`config.mk`:
```
export PLATFORM = sky130hd
export DESIGN_NAME = tms12_master_driver
export DESIGN_NICKNAME = d
export VERILOG_FILES = /design/src/rtl/tms12_master_driver_pkg.sv /design/src/rtl/tms12_delay_counter.sv /design/src/rtl/tms12_master_driver.sv
export SDC_FILE = /design/constraint.sdc
export NUM_CORES = 1
export LEC_CHECK = 0
export ABC_AREA = 1
export CORE_MARGIN = 10
export CORE_UTILIZATION = 45
export DETAILED_ROUTE_END_ITERATION = 12
export DONT_BUFFER_PORTS = 1
export PLACE_DENSITY_LB_ADDON = 0.25
export SKIP_CTS_REPAIR_TIMING = 1
export SLEW_MARGIN = 15
export SYNTH_ARGS = -nofsm -noshare
export SYNTH_HDL_FRONTEND = slang
export SYNTH_SLANG_ARGS = --single-unit
```
`constraint.sdc`:
```
create_clock -name clk_i -period 4.2 [get_ports clk_i]
set_input_delay 0.63 -clock clk_i [delete_from_list [all_inputs] [get_ports clk_i]]
set_output_delay 0.63 -clock clk_i [all_outputs]
set_load 0.01 [all_outputs]
```
`src/rtl/tms12_master_driver_pkg.sv`:
```
// Shared types for the TestMasterSlave12 master driver: FSM states, widths and
// the transaction data generator used by both slave channels.
package tms12_driver_types;

  localparam int CNT_W  = 4;
  localparam int TXC_W  = 16;
  localparam int DATA_W = 32;

  typedef enum logic [2:0] {
    DRV_IDLE,
    DRV_SEND1,
    DRV_SEND2,
    DRV_WAIT,
    DRV_GAP,
    DRV_DONE
  } drv_state_t;

  // Transaction idx drives base+2*idx on channel 1 and base+2*idx+1 on channel 2.
  function automatic logic [DATA_W-1:0] tx_data(input logic [DATA_W-1:0] base,
                                                input logic [TXC_W-1:0]  idx,
                                                input logic              odd);
    return base + {{(DATA_W - TXC_W - 1){1'b0}}, idx, odd};
  endfunction

endpackage

```
`src/rtl/tms12_delay_counter.sv`:
```
// Loadable 4-bit down-counter with a zero flag; shared between the response
// wait and the inter-transaction gap of the master driver.
module tms12_delay_counter
  import tms12_driver_types::*;
(
  input  logic             clk_i,
  input  logic             rst_ni,
  input  logic             load_i,
  input  logic [CNT_W-1:0] load_val_i,
  input  logic             dec_i,
  output logic             zero_o
);

  logic [CNT_W-1:0] count_q, count_d;

  // A load wins over a decrement; the counter saturates at zero.
  always_comb begin
    count_d = count_q;
    if (load_i) begin
      count_d = load_val_i;
    end else if (dec_i && (count_q != '0)) begin
      count_d = count_q - CNT_W'(1);
    end
  end

  always_ff @(posedge clk_i or negedge rst_ni) begin
    if (!rst_ni) begin
      count_q <= '0;
    end else begin
      count_q <= count_d;
    end
  end

  assign zero_o = (count_q == '0);

endmodule

```
`src/rtl/tms12_master_driver.sv`:
```
// Master-side driver for the TestMasterSlave12 slave: issues a burst of NUM_TX
// strobed transactions and accumulates a wrap-around checksum of the responses.
module tms12_master_driver
  import tms12_driver_types::*;
#(
  parameter int unsigned NUM_TX   = 16,
  parameter int unsigned RESP_LAT = 2,
  parameter int unsigned GAP      = 1
) (
  input  logic              clk_i,
  input  logic              rst_ni,
  input  logic              start_i,
  input  logic [DATA_W-1:0] base_i,
  output logic [DATA_W-1:0] m_out_o,
  output logic              m_out_sync_o,
  output logic [DATA_W-1:0] m_out2_o,
  output logic              m_out2_sync_o,
  input  logic [DATA_W-1:0] m_in_i,
  output logic              busy_o,
  output logic              done_o,
  output logic [TXC_W-1:0]  tx_count_o,
  output logic [DATA_W-1:0] checksum_o
);

  localparam logic [TXC_W-1:0] NUM_TX_L  = TXC_W'(NUM_TX);
  localparam logic [CNT_W-1:0] RESP_LOAD = CNT_W'(RESP_LAT - 1);
  localparam logic [CNT_W-1:0] GAP_LOAD  = (GAP > 0) ? CNT_W'(GAP - 1) : '0;

  drv_state_t        state_q, state_d;
  logic [DATA_W-1:0] base_l_q, base_l_d;
  logic [TXC_W-1:0]  tx_count_q, tx_count_d;
  logic [DATA_W-1:0] checksum_q, checksum_d;
  logic [DATA_W-1:0] m_out_q, m_out_d;
  logic [DATA_W-1:0] m_out2_q, m_out2_d;
  logic              m_out_sync_q, m_out_sync_d;
  logic              m_out2_sync_q, m_out2_sync_d;
  logic              busy_q, busy_d;
  logic              done_q, done_d;

  logic              cnt_load;
  logic [CNT_W-1:0]  cnt_load_val;
  logic              cnt_dec;
  logic              cnt_zero;

  tms12_delay_counter u_delay (
    .clk_i      (clk_i),
    .rst_ni     (rst_ni),
    .load_i     (cnt_load),
    .load_val_i (cnt_load_val),
    .dec_i      (cnt_dec),
    .zero_o     (cnt_zero)
  );

  always_comb begin
    state_d      = state_q;
    base_l_d     = base_l_q;
    tx_count_d   = tx_count_q;
    checksum_d   = checksum_q;
    cnt_load     = 1'b0;
    cnt_load_val = '0;
    cnt_dec      = 1'b0;

    unique case (state_q)
      DRV_IDLE: begin
        if (start_i) begin
          base_l_d   = base_i;
          tx_count_d = '0;
          checksum_d = '0;
          state_d    = DRV_SEND1;
        end
      end
      DRV_SEND1: state_d = DRV_SEND2;
      DRV_SEND2: begin
        cnt_load     = 1'b1;
        cnt_load_val = RESP_LOAD;
        state_d      = DRV_WAIT;
      end
      DRV_WAIT: begin
        if (cnt_zero) begin
          checksum_d = checksum_q + m_in_i;
          tx_count_d = tx_count_q + TXC_W'(1);
          if (tx_count_d == NUM_TX_L) begin
            state_d = DRV_DONE;
          end else if (GAP > 0) begin
            cnt_load     = 1'b1;
            cnt_load_val = GAP_LOAD;
            state_d      = DRV_GAP;
          end else begin
            state_d = DRV_SEND1;
          end
        end else begin
          cnt_dec = 1'b1;
        end
      end
      DRV_GAP: begin
        if (cnt_zero) begin
          state_d = DRV_SEND1;
        end else begin
          cnt_dec = 1'b1;
        end
      end
      DRV_DONE: begin
        if (!start_i) begin
          state_d = DRV_IDLE;
        end
      end
      default: state_d = DRV_IDLE;
    endcase

    // Outputs are registered against the next state so they line up with it.
    m_out_d       = m_out_q;
    m_out2_d      = m_out2_q;
    m_out_sync_d  = (state_d == DRV_SEND1);
    m_out2_sync_d = (state_d == DRV_SEND2);
    if (m_out_sync_d) begin
      m_out_d = tx_data(base_l_d, tx_count_d, 1'b0);
    end
    if (m_out2_sync_d) begin
      m_out2_d = tx_data(base_l_d, tx_count_d, 1'b1);
    end
    busy_d = (state_d inside {DRV_SEND1, DRV_SEND2, DRV_WAIT, DRV_GAP});
    done_d = (state_d == DRV_DONE);
  end

  always_ff @(posedge clk_i or negedge rst_ni) begin
    if (!rst_ni) begin
      state_q       <= DRV_IDLE;
      base_l_q      <= '0;
      tx_count_q    <= '0;
      checksum_q    <= '0;
      m_out_q       <= '0;
      m_out2_q      <= '0;
      m_out_sync_q  <= 1'b0;
      m_out2_sync_q <= 1'b0;
      busy_q        <= 1'b0;
      done_q        <= 1'b0;
    end else begin
      state_q       <= state_d;
      base_l_q      <= base_l_d;
      tx_count_q    <= tx_count_d;
      checksum_q    <= checksum_d;
      m_out_q       <= m_out_d;
      m_out2_q      <= m_out2_d;
      m_out_sync_q  <= m_out_sync_d;
      m_out2_sync_q <= m_out2_sync_d;
      busy_q        <= busy_d;
      done_q        <= done_d;
    end
  end

  assign m_out_o       = m_out_q;
  assign m_out2_o      = m_out2_q;
  assign m_out_sync_o  = m_out_sync_q;
  assign m_out2_sync_o = m_out2_sync_q;
  assign busy_o        = busy_q;
  assign done_o        = done_q;
  assign tx_count_o    = tx_count_q;
  assign checksum_o    = checksum_q;

endmodule
```
==> results.ini <==
[run_status]
status=complete, no violations

[sta]
rsz0062_at_grt=no
relSlewSlack_pct=47.4
timing.fmax_ghz=0.263
drv_slew=0
fin_crit_sh_pct=90.6
report.final.hold_viol_count=0
fin_setup_tns_ps=0
tightest_slew_ps=790
min_period_ps=3800
finalSetupViolations=0
worst_slack_ps=395
finClkSkew_ps=12.1

[clock_network]
clk_pin_slew_ps=70
clk_latency_ps=440
cts_max_path_buffers=2
cts_inserted_buffers=17
clkSinkCount=155
htreeDepth=4
cts_root_buffer=clkbuf_16
cts_tree=done

[layout]
n_antenna_cell=0
layout.nets=1638
area_growth_pct=9.46
nFillCells=2277
layout_common_cells=nand2_1, dfrtp_1, inv_1, nor2_1, nand3_1
drive_above_1_share_pct=6.34
final_common_cell=nand2_1

[global_routing]
grt_max_degree=156
groute.usage.overall_pct=23.4
grt_pass1_wl_um=53700
antenna_found_initial=0
grt_pass1_vias=9398
grt-ovfl-total=0

[worst_setup_path]
rr_endpoint=m_out_o[29]$_DFFE_PN0P_
worstSetupPathType=flop to flop
cp_slowest_stage_delay_ps=390
timing.critical_path.mode_cell=nand2_1
r2r_start=u_delay.count_q[0]$_DFFE_PN0P_
cp.required_ps=4520
crit_chain=inv_1 -> ha_1 -> nand2_1 -> nor2_2 -> inv_1 -> nor2_2 -> inv_1 -> buf_4 -> o22ai_1 -> ha_1 -> nand2_1 -> nor2_1 -> inv_1 -> nor2_1 -> nand2_1 -> nand3_1 -> nand3_1 -> nand2_1 -> nand3_1 -> nand2_1 -> inv_1 -> nand3_1 -> nand2_1
cpMaxStageDelayCell=dfrtp_1
cp-end-kind=flop
crit_arrival_ps=4130
reg2reg_depth=23
start_kind=flop
r2r_slack_ps=400
path_max_fanout=14

[placed_design]
dpl.hpwl_um=27400
preCtsSetupSlack_ps=465
io_buffers=0
gp_congestion=0.946

[logic_synthesis]
synth_largest_area_cell=dfrtp_1
yosysUniqueCellTypes=46
netlist.area_leader.share_pct=37.2
synth_flop_cell=dfrtp_1
synthCells=1507
ys_ff_latch=155
synth.avg_cell_area_um2=6.93
synth_edf_count=0
synth_seq_area_share_pct=37.2
syn_area_um2=10400
yosys_warnings=0
syn_nets=1627
async_flop_share_pct=100
synth_area_leaders=dfrtp_1, nand2_1, ha_1, nand3_1, inv_1

[detailed_routing]
drtPass1Iterations=5
routedWlPerCell_um=19.0
drt_wl_total_um=34600
num_vias=9837
viasPerCell=5.42
drcViolationCount=0
drt_iter0_drc=991
ant_nets=0

[floorplan]
rows=55
initial_utilization_pct=46.0
die-height_um=172
die_x_um=172
core-area_um2=22700
ios=183
die_area_um2=29700

[power_and_ir_drop]
p_leak_uw=0.00586
peakVddDrop_v=0.000405
p_per_area_nw_per_um2=792

[job]
maxCapViolations=0

[min_path]
holdCritPathClass=primary input to asynchronous set/reset pin

-- logic make-up (layout without fill, tap and decap cells) --
family / Yosys count / in the layout / synth area share [%]
flops: 155 / 155 / 37.2
fa+ha+maj: 53 / 53 / 6.57
buf+inv: 189 / 213 / 7.33
compound gates: 216 / 216 / 11.2
simple gates: 848 / 848 / 33.9
xor+xnor: 46 / 46 / 3.86
-- metal layers --
layer	wire, µm	GRT usage, %	vias up
met2	14700	34.5	346
met3	3110	6.75	39
li1	-	-	4899
met5	0	0	-
met4	736	6.71	0
met1	16000	32.5	4553
-- worst max-delay path, delay by kind of cell, from the launching register on --
family,cells,cell delay [ps]
DFF,1,390
buffers and inverters,6,630
and+or+nand+nor,14,1840
AOI/OAI and AO/OA,1,330
adders and majority gates,2,500
-- Yosys cell counts (2+ instances only) --
master    count
xor2_1       31
nand4_1      22
xnor2_1      15
nor4_1        2
or2_2         3
dfrtp_1     155
a22o_1        2
nor2_1      112
o21ai_0     106
ha_1         50
buf_4         5
a31oi_1       3
nor2_2       14
a21o_1        2
o21bai_1      5
buf_6         4
o22ai_1      13
clkbuf_1     19
nand3_2       2
nand3b_1      6
buf_2         6
nor3_1       14
nand2_4       2
nand2_2       6
o21ai_1       3
a21oi_1      69
inv_2         6
nand2_1     549
nand3_1     112
fa_1          3
o21a_1        4
inv_1       147
a21boi_0      2
-- power breakdown --
| group | switching (µW) | total, µW | leakage, µW | internal (µW) |
|---|---|---|---|---|
| registers | 684 | 2790 | 0.00197 | 2110 |
| logic | 3240 | 4680 | 0.00360 | 1440 |
| clock network | 734 | 1580 | 0.000281 | 847 |
-- how the worst max path moves through the flow --
stage                                         startpoint                  endpoint  cells past startpoint
final                     u_delay.count_q[0]$_DFFE_PN0P_   m_out_o[29]$_DFFE_PN0P_                     23
after global routing      u_delay.count_q[0]$_DFFE_PN0P_  m_out2_o[22]$_DFFE_PN0P_                     21
after CTS                 u_delay.count_q[0]$_DFFE_PN0P_   m_out_o[24]$_DFFE_PN0P_                     21
after detailed placement  u_delay.count_q[0]$_DFFE_PN0P_  m_out2_o[22]$_DFFE_PN0P_                     18
after global placement    u_delay.count_q[0]$_DFFE_PN0P_  m_out2_o[22]$_DFFE_PN0P_                     21
after floorplan                                  start_i   m_out_o[25]$_DFFE_PN0P_                     19
-- registers in the layout, indices dropped and copies added, names as in the netlist --
signal and count:
m_out_sync_o 1, state_q 3, base_l_q 32, m_out2_sync_o 1, checksum_o 32, tx_count_o 16, m_out_o 32, busy_o 1
u_delay.count_q 4, done_o 1, m_out2_o 32
-- per-stage QoR --
step | hold WS (ps) | instances | area (µm²) | utilization (%) | total power, µW
after floorplan | 334 | 1507 | 10400 | - | 5920
after global placement | 340 | 1783 | 10800 | 47.6 | 7390
after detailed placement | 340 | 1783 | 10800 | 47.6 | 7410
after CTS | -126 | 1815 | 11400 | 50.2 | 9010
after global routing | 253 | 1816 | 11400 | 50.3 | 9810
final | 182 | 1816 | 11400 | 50.3 | 9050
-- cell type report --
type / instances / area (µm²) / share of cell area, %
inverter: 154 / 578 / 5.06
clock inverter: 14 / 151 / 1.32
multi-input combinational: 1163 / 5800 / 50.7
clock buffer: 18 / 429 / 3.76
timing repair buffer: 27 / 235 / 2.06
tap: 285 / 357 / 3.12
sequential: 155 / 3880 / 33.9
Power figures use the tool's default switching activity.
